[src/rtl/wr_stream_adapter.sv]
`default_nettype none
// wr_stream_adapter: 2-entry skid buffer feeding an async-FIFO write port, rev 1.0.
// Define WR_STREAM_LEVEL_EN to build the registered occupancy/almost-full estimate.
module wr_stream_adapter #(
  parameter int ADDR_WIDTH = 10,
  parameter int DATA_WIDTH = 32,
  parameter int AF_THRESH  = 1020
) (
  input  logic                  w_clk,
  input  logic                  w_rst_n,
  input  logic                  s_valid,
  input  logic [DATA_WIDTH-1:0] s_data,
  output logic                  s_ready,
  input  logic                  w_full,
  input  logic [ADDR_WIDTH:0]   w_ptr_gray,
  input  logic [ADDR_WIDTH:0]   r_ptr_sync,
  output logic                  w_push,
  output logic [DATA_WIDTH-1:0] w_data,
  output logic [ADDR_WIDTH:0]   w_level,
  output logic                  w_afull
);

  localparam logic [1:0] ST_EMPTY = 2'd0;
  localparam logic [1:0] ST_ONE   = 2'd1;
  localparam logic [1:0] ST_TWO   = 2'd2;

  logic [1:0]            state_q, state_d;
  logic [DATA_WIDTH-1:0] head_q, head_d;
  logic [DATA_WIDTH-1:0] tail_q, tail_d;
  logic                  s_ready_q, s_ready_d;
  logic                  accept, drain;

  assign accept = s_valid & s_ready_q;
  assign drain  = w_push;
  assign w_push = (state_q != ST_EMPTY) & ~w_full;

  always_comb begin
    state_d = state_q;
    head_d  = head_q;
    tail_d  = tail_q;
    case (state_q)
      ST_EMPTY: begin
        if (accept) begin
          state_d = ST_ONE;
          head_d  = s_data;
        end
      end
      ST_ONE: begin
        // Accept with drain keeps one entry: the new beat becomes the head.
        if (accept && drain) begin
          head_d = s_data;
        end else if (accept) begin
          state_d = ST_TWO;
          tail_d  = s_data;
        end else if (drain) begin
          state_d = ST_EMPTY;
        end
      end
      ST_TWO: begin
        if (drain) begin
          state_d = ST_ONE;
          head_d  = tail_q;
        end
      end
      default: state_d = ST_EMPTY;
    endcase
    s_ready_d = (state_d != ST_TWO);
  end

  always_ff @(posedge w_clk or negedge w_rst_n) begin
    if (!w_rst_n) begin
      state_q   <= ST_EMPTY;
      head_q    <= '0;
      tail_q    <= '0;
      s_ready_q <= 1'b0;
    end else begin
      state_q   <= state_d;
      head_q    <= head_d;
      tail_q    <= tail_d;
      s_ready_q <= s_ready_d;
    end
  end

  assign s_ready = s_ready_q;
  assign w_data  = head_q;

`ifdef WR_STREAM_LEVEL_EN
  localparam logic [ADDR_WIDTH:0] AF_LVL = (ADDR_WIDTH+1)'(AF_THRESH);

  function automatic logic [ADDR_WIDTH:0] gray2bin(input logic [ADDR_WIDTH:0] g);
    logic [ADDR_WIDTH:0] b;
    b = '0;
    for (int i = 0; i <= ADDR_WIDTH; i++) begin
      b = b ^ (g >> i);
    end
    return b;
  endfunction

  logic [ADDR_WIDTH:0] level_d, level_q;
  logic                afull_q;

  // Modular subtraction handles pointer wrap without extra logic.
  assign level_d = gray2bin(w_ptr_gray) - gray2bin(r_ptr_sync);

  always_ff @(posedge w_clk or negedge w_rst_n) begin
    if (!w_rst_n) begin
      level_q <= '0;
      afull_q <= 1'b0;
    end else begin
      level_q <= level_d;
      afull_q <= (level_d >= AF_LVL);
    end
  end

  assign w_level = level_q;
  assign w_afull = afull_q;
`else
  logic unused_ptrs;
  assign unused_ptrs = ^{w_ptr_gray, r_ptr_sync};
  assign w_level     = '0;
  assign w_afull     = 1'b0;
`endif

endmodule
`default_nettype wire
[config.mk]
export PLATFORM = sky130hd
export DESIGN_NAME = wr_stream_adapter
export DESIGN_NICKNAME = d
export VERILOG_FILES = /design/src/rtl/wr_stream_adapter.sv
export SDC_FILE = /design/constraint.sdc
export NUM_CORES = 1
export LEC_CHECK = 0
export CELL_PAD_IN_SITES_DETAIL_PLACEMENT = 0
export CELL_PAD_IN_SITES_GLOBAL_PLACEMENT = 1
export CORE_AREA = 8 8 102 104
export DETAILED_ROUTE_END_ITERATION = 10
export DIE_AREA = 0 0 110 112
export GPL_TIMING_DRIVEN = 0
export HOLD_SLACK_MARGIN = 0.02
export PLACE_DENSITY_LB_ADDON = 0.15
export RECOVER_POWER = 50
export SLEW_MARGIN = 20
export SYNTH_ARGS = -nofsm -noshare
export SYNTH_HDL_FRONTEND = slang
export SYNTH_SLANG_ARGS = --single-unit
[constraint.sdc]
create_clock -name w_clk -period 1.7 [get_ports w_clk]
set_input_delay 0.34 -clock w_clk [delete_from_list [all_inputs] [get_ports w_clk]]
set_output_delay 0.34 -clock w_clk [all_outputs]
set_load 0.005 [all_outputs]
==> metrics.log, run 1 <==
INFO  metric timing.critical_path.cells = dlygate4sd3_1
INFO  metric hpwl = approximately 4.9 mm
INFO  metric remaining_drc_errors = 0
INFO  metric power.total = 6.87 mW
INFO  metric cts_tree = done
INFO  metric port_buffers = 69
INFO  metric first_global_vias = 2320
INFO  metric layout_worst_path_cycle_share = 96.3%
INFO  metric synthesis.area = about 3100 um^2
INFO  metric count_of_final_hold_check_violations = 0
INFO  metric max_freq = approximately 0.61 GHz
INFO  metric setup-violations-final = 0
INFO  metric core_region_area = roughly 8900 um^2
INFO  metric slew_headroom = 39.9%
INFO  metric clk_path_buf_depth = 2
INFO  metric max_cap_violations = 0
INFO  metric die-width = 110 um
INFO  metric vias = approximately 2.1k
INFO  metric drt-initial-drc-count = 34
INFO  metric io_pins = approximately 100
INFO  metric reg2reg_to = tail_q[26]
INFO  metric vdd_ir_drop_max = approximately 0.00063 V
INFO  metric timing.critical_path.required = around 1.4 ns
INFO  metric reg2reg_from = state_q[0]
INFO  metric multi_input_area = around 1200 um^2
INFO  metric wire_per_inst = approximately 17 um
INFO  metric final_cell_count_no_fill = 420
INFO  metric timing.final.max_slew_violations = 0
INFO  metric overflow = 0
INFO  metric netlist-cell-type-count = 24
INFO  metric area_delta_synth_final = 35.7%
INFO  metric critPathBufInv = 1
INFO  metric floorplan.die_area = 12300 um^2
INFO  metric static-leakage-power = 1.76 nW
INFO  metric holdPathEnd = s_ready
INFO  metric core.rowCount = 35
INFO  metric cts_root_buf = sky130_fd_sc_hd__clkbuf_8
INFO  metric rsz0062_at_grt = false
INFO  metric initial_antenna_violation_count = 0
INFO  metric initial_core_util = 34.8%
INFO  metric antenna_cells_inserted = 0
INFO  metric slowest_delay = 0.58 ns
INFO  metric place.gp.congestion = approximately 0.7
INFO  metric arrival_time_reported_for_the_critical_path_endpoint = between 1 and 1.5 ns
INFO  metric fillers = about 810
INFO  metric grt_first_pass_wirelength = 12.2 mm
INFO  metric cts-buffers-inserted = 9
INFO  metric ys_ff_latch = 67
INFO  metric holdCritPathClass = primary input to flop
INFO  metric synth_seq_area_share = roughly 54%
INFO  metric finalWorstPathRequiredPeriod = between 1.5 and 2 ns
INFO  metric worstMarginPinSlew = roughly 0.90 ns
INFO  metric clock_sink_count = 67
INFO  metric skew = 0.00971 ns
INFO  metric power_per_cell_area = between 1500 and 2000 nW/um^2
INFO  metric postRouteWirelength = roughly 7.3 mm
INFO  metric postSynthAreaPerCell = ~15 um^2
INFO  metric final_nets = ~360
INFO  metric fin_hold_ws = about 0.4 ns
INFO  metric min-delay-start = w_full
INFO  metric setup.worst_path.end_class = output pin
INFO  metric cts.htree.levels = 3
INFO  metric clk_transition_reported_paths = about 0.08 ns
INFO  metric drt-vias-per-instance = between 4 and 5
INFO  metric min_delay_path_depth = 2
INFO  metric worst_setup_path_start_kind = flop
INFO  metric path_delay_family = buffers and inverters
INFO  metric grt.total_usage = about an eighth
INFO  metric worst_skew_pair.late_latency = about 0.34 ns
INFO  metric postSynthCellCount = 210
INFO  metric drive_gt1_share = between 20% and 30%
INFO  metric outcome = finished, final reports clean
INFO  metric synth_warnings = 0
INFO  metric dpl.cell_count = about 400
INFO  metric layout_commonest_cell = sky130_fd_sc_hd__dfrtp_1
INFO  metric route.antenna.remaining_nets = 0
INFO  metric worst_r2r_path_depth = 6
INFO  metric final_core_utilization = 47.2%
INFO  metric drtPass1Iterations = 4
INFO  metric timing.reg2reg.setup_slack = 0.11 ns
INFO  metric sequential_cell_area = between 1500 and 2000 um^2
INFO  metric die-height = between 100 and 150 um
INFO  metric crit_path_max_delay_cell_type = sky130_fd_sc_hd__dlygate4sd3_1
INFO  metric maximum_number_of_pins_on_one_net_before_global_route_repair = 36
INFO  metric layout_common_cells = sky130_fd_sc_hd__dfrtp_1, sky130_fd_sc_hd__clkdlybuf4s50_1, sky130_fd_sc_hd__o32a_1, sky130_fd_sc_hd__o21a_1, sky130_fd_sc_hd__mux2_4
INFO  metric criticalPathCategory = flop to output pin
INFO  metric critPathMaxFanout = 2
## worst max-delay path by stage
stage                from          to  slack [ns]  cells past startpoint
2_1_floorplan  state_q[0]  tail_q[10]        0.21                      6
3_5_place_dp       w_full  w_data[19]       -0.41                      6
6_report       w_data[14]  w_data[14]        0.06                      1
5_1_grt        state_q[1]  w_data[13]       0.004                      4
3_3_place_gp      w_rst_n  w_data[14]       -2.19                      1
4_1_cts        state_q[1]   w_data[8]        0.01                      4
## metal layers
metal / part of all wire, % / up-vias / track usage (%)
met3: 7.4 / 9 / 4.79
met1: 43 / 1040 / 15.3
li1: - / 959 / -
met2: 48 / 49 / 20.1
met4: 1.1 / 0 / 4.05
met5: 0 / - / 0
## cells in the mapped netlist
cell	number	area [um^2]
sky130_fd_sc_hd__a21oi_1	1	5.00
sky130_fd_sc_hd__o21ai_4	1	16.3
sky130_fd_sc_hd__clkbuf_1	5	18.8
sky130_fd_sc_hd__and3b_1	1	8.76
sky130_fd_sc_hd__and2_4	1	8.76
sky130_fd_sc_hd__nor2_1	3	11.3
sky130_fd_sc_hd__nand3b_1	1	7.51
sky130_fd_sc_hd__buf_12	3	60.1
sky130_fd_sc_hd__mux2i_1	2	20.0
sky130_fd_sc_hd__inv_1	1	3.75
sky130_fd_sc_hd__o32a_1	32	320
sky130_fd_sc_hd__mux2_2	2	22.5
sky130_fd_sc_hd__or3b_1	1	8.76
sky130_fd_sc_hd__mux2_4	30	450
sky130_fd_sc_hd__conb_1	1	3.75
sky130_fd_sc_hd__nand2b_1	1	6.26
sky130_fd_sc_hd__o22ai_1	1	6.26
sky130_fd_sc_hd__buf_6	7	78.8
sky130_fd_sc_hd__dfrtp_1	67	1680
sky130_fd_sc_hd__buf_2	1	5.00
sky130_fd_sc_hd__nand2_1	1	3.75
sky130_fd_sc_hd__o21a_1	32	240
sky130_fd_sc_hd__buf_4	14	105
sky130_fd_sc_hd__and2_1	1	6.26
## repair_timing
| action | CTS | global route |
|---|---|---|
| endpoints found under the hold margin | 34 | 0 |
| endpoints found under the setup margin | 61 | 30 |
| gates cloned | 0 | 0 |
| gates resized for setup | 5 | 6 |
| hold buffers | 1 | 0 |
| setup buffers | 0 | 1 |
## kinds of logic after synthesis
group | share of synthesized area (%)
flops | 54.2
buf+inv | 8.77
other cells | 0.121
compound gates | 19.0
simple gates | 1.98
mux | 15.9
## flip-flops by register name, summed over array words and instances, names as in the netlist
name / count
w_data: 32
state_q: 2
s_ready: 1
tail_q: 32
## final cells by class
type / count / area share [%]
multi-input combinational: 123 / 28.3
clock inverter: 5 / 1.43
inverter: 1 / 0.0894
buffer: 30 / 6.52
timing repair buffer: 72 / 16.9
sequential: 67 / 39.9
tap: 111 / 3.31
clock buffer: 11 / 3.60
## where the power goes
group	total, mW	switching, mW	internal, mW
registers	2.81	0.438	2.37
clock network	1.39	0.632	0.763
logic	2.67	0.876	1.79
total	6.87	1.95	4.93
## through the flow
stage / setup slack (ns) / setup TNS [ns] / instance area (um^2)
after global placement: -2.19 / -169.54 / 3970
after detailed placement: -0.409 / -23.49 / 3980
final: 0.0627 / 0 / 4200
after CTS: 0.0101 / 0 / 4210
after floorplan: 0.207 / 0 / 3140
after global routing: 0.00382 / 0 / 4200
No activity file was read; power rests on OpenSTA's default activity.
==> run 2, diff against run 1 <==
HOLD_SLACK_MARGIN = default   (was 0.02)
RECOVER_POWER = 25   (was 50)
==> metrics.log, run 2 (synthesis gave the netlist of run 1 again) <==
INFO  metric place.gp.congestion = 0.702 (unchanged)
INFO  metric floorplan.die_area = 12300 um^2 (unchanged)
INFO  metric worst_r2r_path_depth = 6 (unchanged)
INFO  metric antenna_cells_inserted = 0 (unchanged)
INFO  metric vdd_ir_drop_max = 0.000628 V (about the same)
INFO  metric place_area = 3980 um^2 (unchanged)
INFO  metric cts.htree.levels = 3 (unchanged)
INFO  metric cts-buffers-inserted = 9 (unchanged)
INFO  metric grt_first_pass_wirelength = 12.2 mm (unchanged)
INFO  metric first_global_vias = 2320 (unchanged)
INFO  metric setup_ws = 0.115 ns (+0.0525 ns)
INFO  metric cts_root_buf = sky130_fd_sc_hd__clkbuf_8
INFO  metric initial_core_util = 34.8% (unchanged)
INFO  metric remaining_drc_errors = 0 (unchanged)
INFO  metric slew_headroom = 39.6% (-0.25 points)
INFO  metric p_seq_share = 40.7% (-0.2 points)
INFO  metric clk_path_buf_depth = 2 (unchanged)
INFO  metric core_region_area = 8890 um^2 (unchanged)
INFO  metric drtPass1Iterations = 4 (unchanged)
INFO  metric die-height = 112 um (unchanged)
INFO  metric overflow = 0 (unchanged)
INFO  metric area_delta_synth_final = 35.9% (about the same)
INFO  metric worst_skew_pair.late_latency = 0.34 ns (about the same)
INFO  metric totalNegativeSetupSlack = 0 ns (unchanged)
INFO  metric static-leakage-power = 1.76 nW (+0.45%)
INFO  metric use_met1 = 15.3% (unchanged)
INFO  metric post-route-cell-area = 4200 um^2 (about the same)
INFO  metric drive_gt1_share = 26.9% (+0.32 points)
INFO  metric layout_worst_path_cycle_share = 93.2% (-3.1 points)
INFO  metric preCtsSetupSlack = -0.409 ns (unchanged)
INFO  metric count_of_final_hold_check_violations = 0 (unchanged)
INFO  metric setup.worst_path.end_class = flop
INFO  metric dpl.cell_count = 402 (unchanged)
INFO  metric initial_antenna_violation_count = 0 (unchanged)
INFO  metric fillers = 811 (unchanged)
INFO  metric cts_tree = done
INFO  metric wire_per_inst = 17.3 um (unchanged)
INFO  metric crit_path_max_delay_cell_type = sky130_fd_sc_hd__dfrtp_1
INFO  metric timing.critical_path.from = state_q[0]
INFO  metric finalWorstPathRequiredPeriod = 1.58 ns (-0.0525 ns)
INFO  metric reg2reg_from = state_q[0]
INFO  metric worst_setup_path_start_kind = flop
INFO  metric holdCritPathClass = primary input to flop
INFO  metric final_nets = 362 (unchanged)
INFO  metric clock_sink_count = 67 (unchanged)
INFO  metric global_route.usage.met3 = 4.79% (unchanged)
INFO  metric postRouteWirelength = 7.29 mm (unchanged)
INFO  metric grt_use_met2 = 20.1% (unchanged)
INFO  metric arrival_time_reported_for_the_critical_path_endpoint = 1.81 ns (+0.51 ns)
INFO  metric hpwl = 4.92 mm (unchanged)
INFO  metric p_int = 4.97 mW (+0.80%)
INFO  metric outcome = finished, final reports clean
INFO  metric most_crowded_layer_after_global_routing = met2
INFO  metric grt.total_usage = 12.7% (unchanged)
INFO  metric core.rowCount = 35 (unchanged)
INFO  metric port_buffers = 69 (unchanged)
INFO  metric crit_end = tail_q[26]
INFO  metric worstMarginPinSlew = 0.906 ns (+0.00376 ns)
INFO  metric reg2reg_to = tail_q[26]
INFO  metric setup-violations-final = 0 (unchanged)
INFO  metric timing.critical_path.cells = and2_1 -> buf_4 -> and2_4 -> buf_6 -> buf_12 -> mux2_4
INFO  metric final_core_utilization = 47.3% (about the same)
INFO  metric skew = 0.00972 ns (+0.00000814 ns)
INFO  metric sw_frac_of_total = 28.2% (-0.13 points)
INFO  metric drt-vias-per-instance = 4.90 (unchanged)
INFO  metric rsz0062_at_grt = false
INFO  metric layout_commonest_cell = sky130_fd_sc_hd__dfrtp_1
INFO  metric timing.reg2reg.setup_slack = 0.12 ns (about the same)
INFO  metric clock_power_share = 20.2% (about the same)
INFO  metric fin_hold_ws = 0.397 ns (+0.0000140 ns)
INFO  metric power.switching = 1.95 mW (+0.15%)
INFO  metric combPwrFrac = 39.1% (+0.3 points)
INFO  metric max_freq = 0.631 GHz (+3.3%)
INFO  metric max_cap_violations = 0 (unchanged)
INFO  metric io_pins = 104 (unchanged)
INFO  metric final_cell_count_no_fill = 420 (unchanged)
INFO  metric vias = 2057 (unchanged)
INFO  metric route.antenna.remaining_nets = 0 (unchanged)
INFO  metric clk_transition_reported_paths = 0.08 ns (about the same)
INFO  metric die-width = 110 um (unchanged)
INFO  metric criticalPathCategory = flop to flop
INFO  metric slowest_delay = 0.41 ns (-0.17 ns)
INFO  metric drt-initial-drc-count = 34 (unchanged)
INFO  metric power.total = 6.91 mW (+0.62%)
INFO  metric power_per_cell_area = 1640 nW/um^2 (+0.53%)
INFO  metric layout_common_cells = sky130_fd_sc_hd__dfrtp_1, sky130_fd_sc_hd__clkdlybuf4s50_1, sky130_fd_sc_hd__o32a_1, sky130_fd_sc_hd__o21a_1, sky130_fd_sc_hd__mux2_4
INFO  metric timing.final.max_slew_violations = 0 (unchanged)
INFO  metric timing.critical_path.required = 1.92 ns (+0.56 ns)
INFO  metric maximum_number_of_pins_on_one_net_before_global_route_repair = 36 (unchanged)
INFO  metric critPathMaxFanout = 10 (+8)
-- run 2: worst min path at each step --
stage | from | end | slack (ns) | depth (start not counted)
2_1_floorplan | w_rst_n | s_ready | 0.04 | 0
3_3_place_gp | w_data[0] | w_data[0] | 0.47 | 1
3_5_place_dp | w_rst_n | w_data[29] | 0.34 | 1
4_1_cts | w_full | s_ready | 0.37 | 2
5_1_grt | w_full | s_ready | 0.40 | 2
6_report | w_full | s_ready | 0.40 | 2
-- run 2: power by group through the flow --
stage | Clock [mW] | Combinational [mW] | Sequential (mW)
5_1_grt | 1.52 | 2.93 | 2.92
6_report | 1.39 | 2.71 | 2.81
4_1_cts | 1.45 | 2.77 | 2.82
3_3_place_gp | 0 | 2.72 | 2.82
3_5_place_dp | 0 | 2.75 | 2.83
2_1_floorplan | 0 | 1.53 | 2.79
-- run 2: timing repair --
action / 4_1_cts / 5_1_grt
hold buffers: 1 / 0
endpoints found under the hold margin: 34 / 0
endpoints found under the setup margin: 61 / 30
resized for setup: 5 / 6
buffers inserted: 0 / 1
-- run 2: final cells by class --
class | count | area, um^2 | share of cell area (%)
Inverter | 1 | 3.75 | 0.0893
Tap cell | 111 | 139 | 3.30
Clock buffer | 11 | 151 | 3.60
Buffer | 30 | 274 | 6.52
Clock inverter | 5 | 60.1 | 1.43
Multi-Input combinational cell | 123 | 1190 | 28.2
Timing Repair Buffer | 72 | 712 | 16.9
Sequential cell | 67 | 1680 | 39.9
-- run 2: routing by layer --
layer	vias to the layer above	wire length [um]
met5	-	0
met4	0	82
met3	9	536
met2	49	3520
met1	1041	3150
li1	958	-
-- run 2: critical path: cells and delay by family (launching register included) --
kind | cells | cell delay, ns
buffers and inverters | 3 | 0.45
multiplexers | 1 | 0.30
AND/OR/NAND/NOR | 2 | 0.29
flip-flops | 1 | 0.41
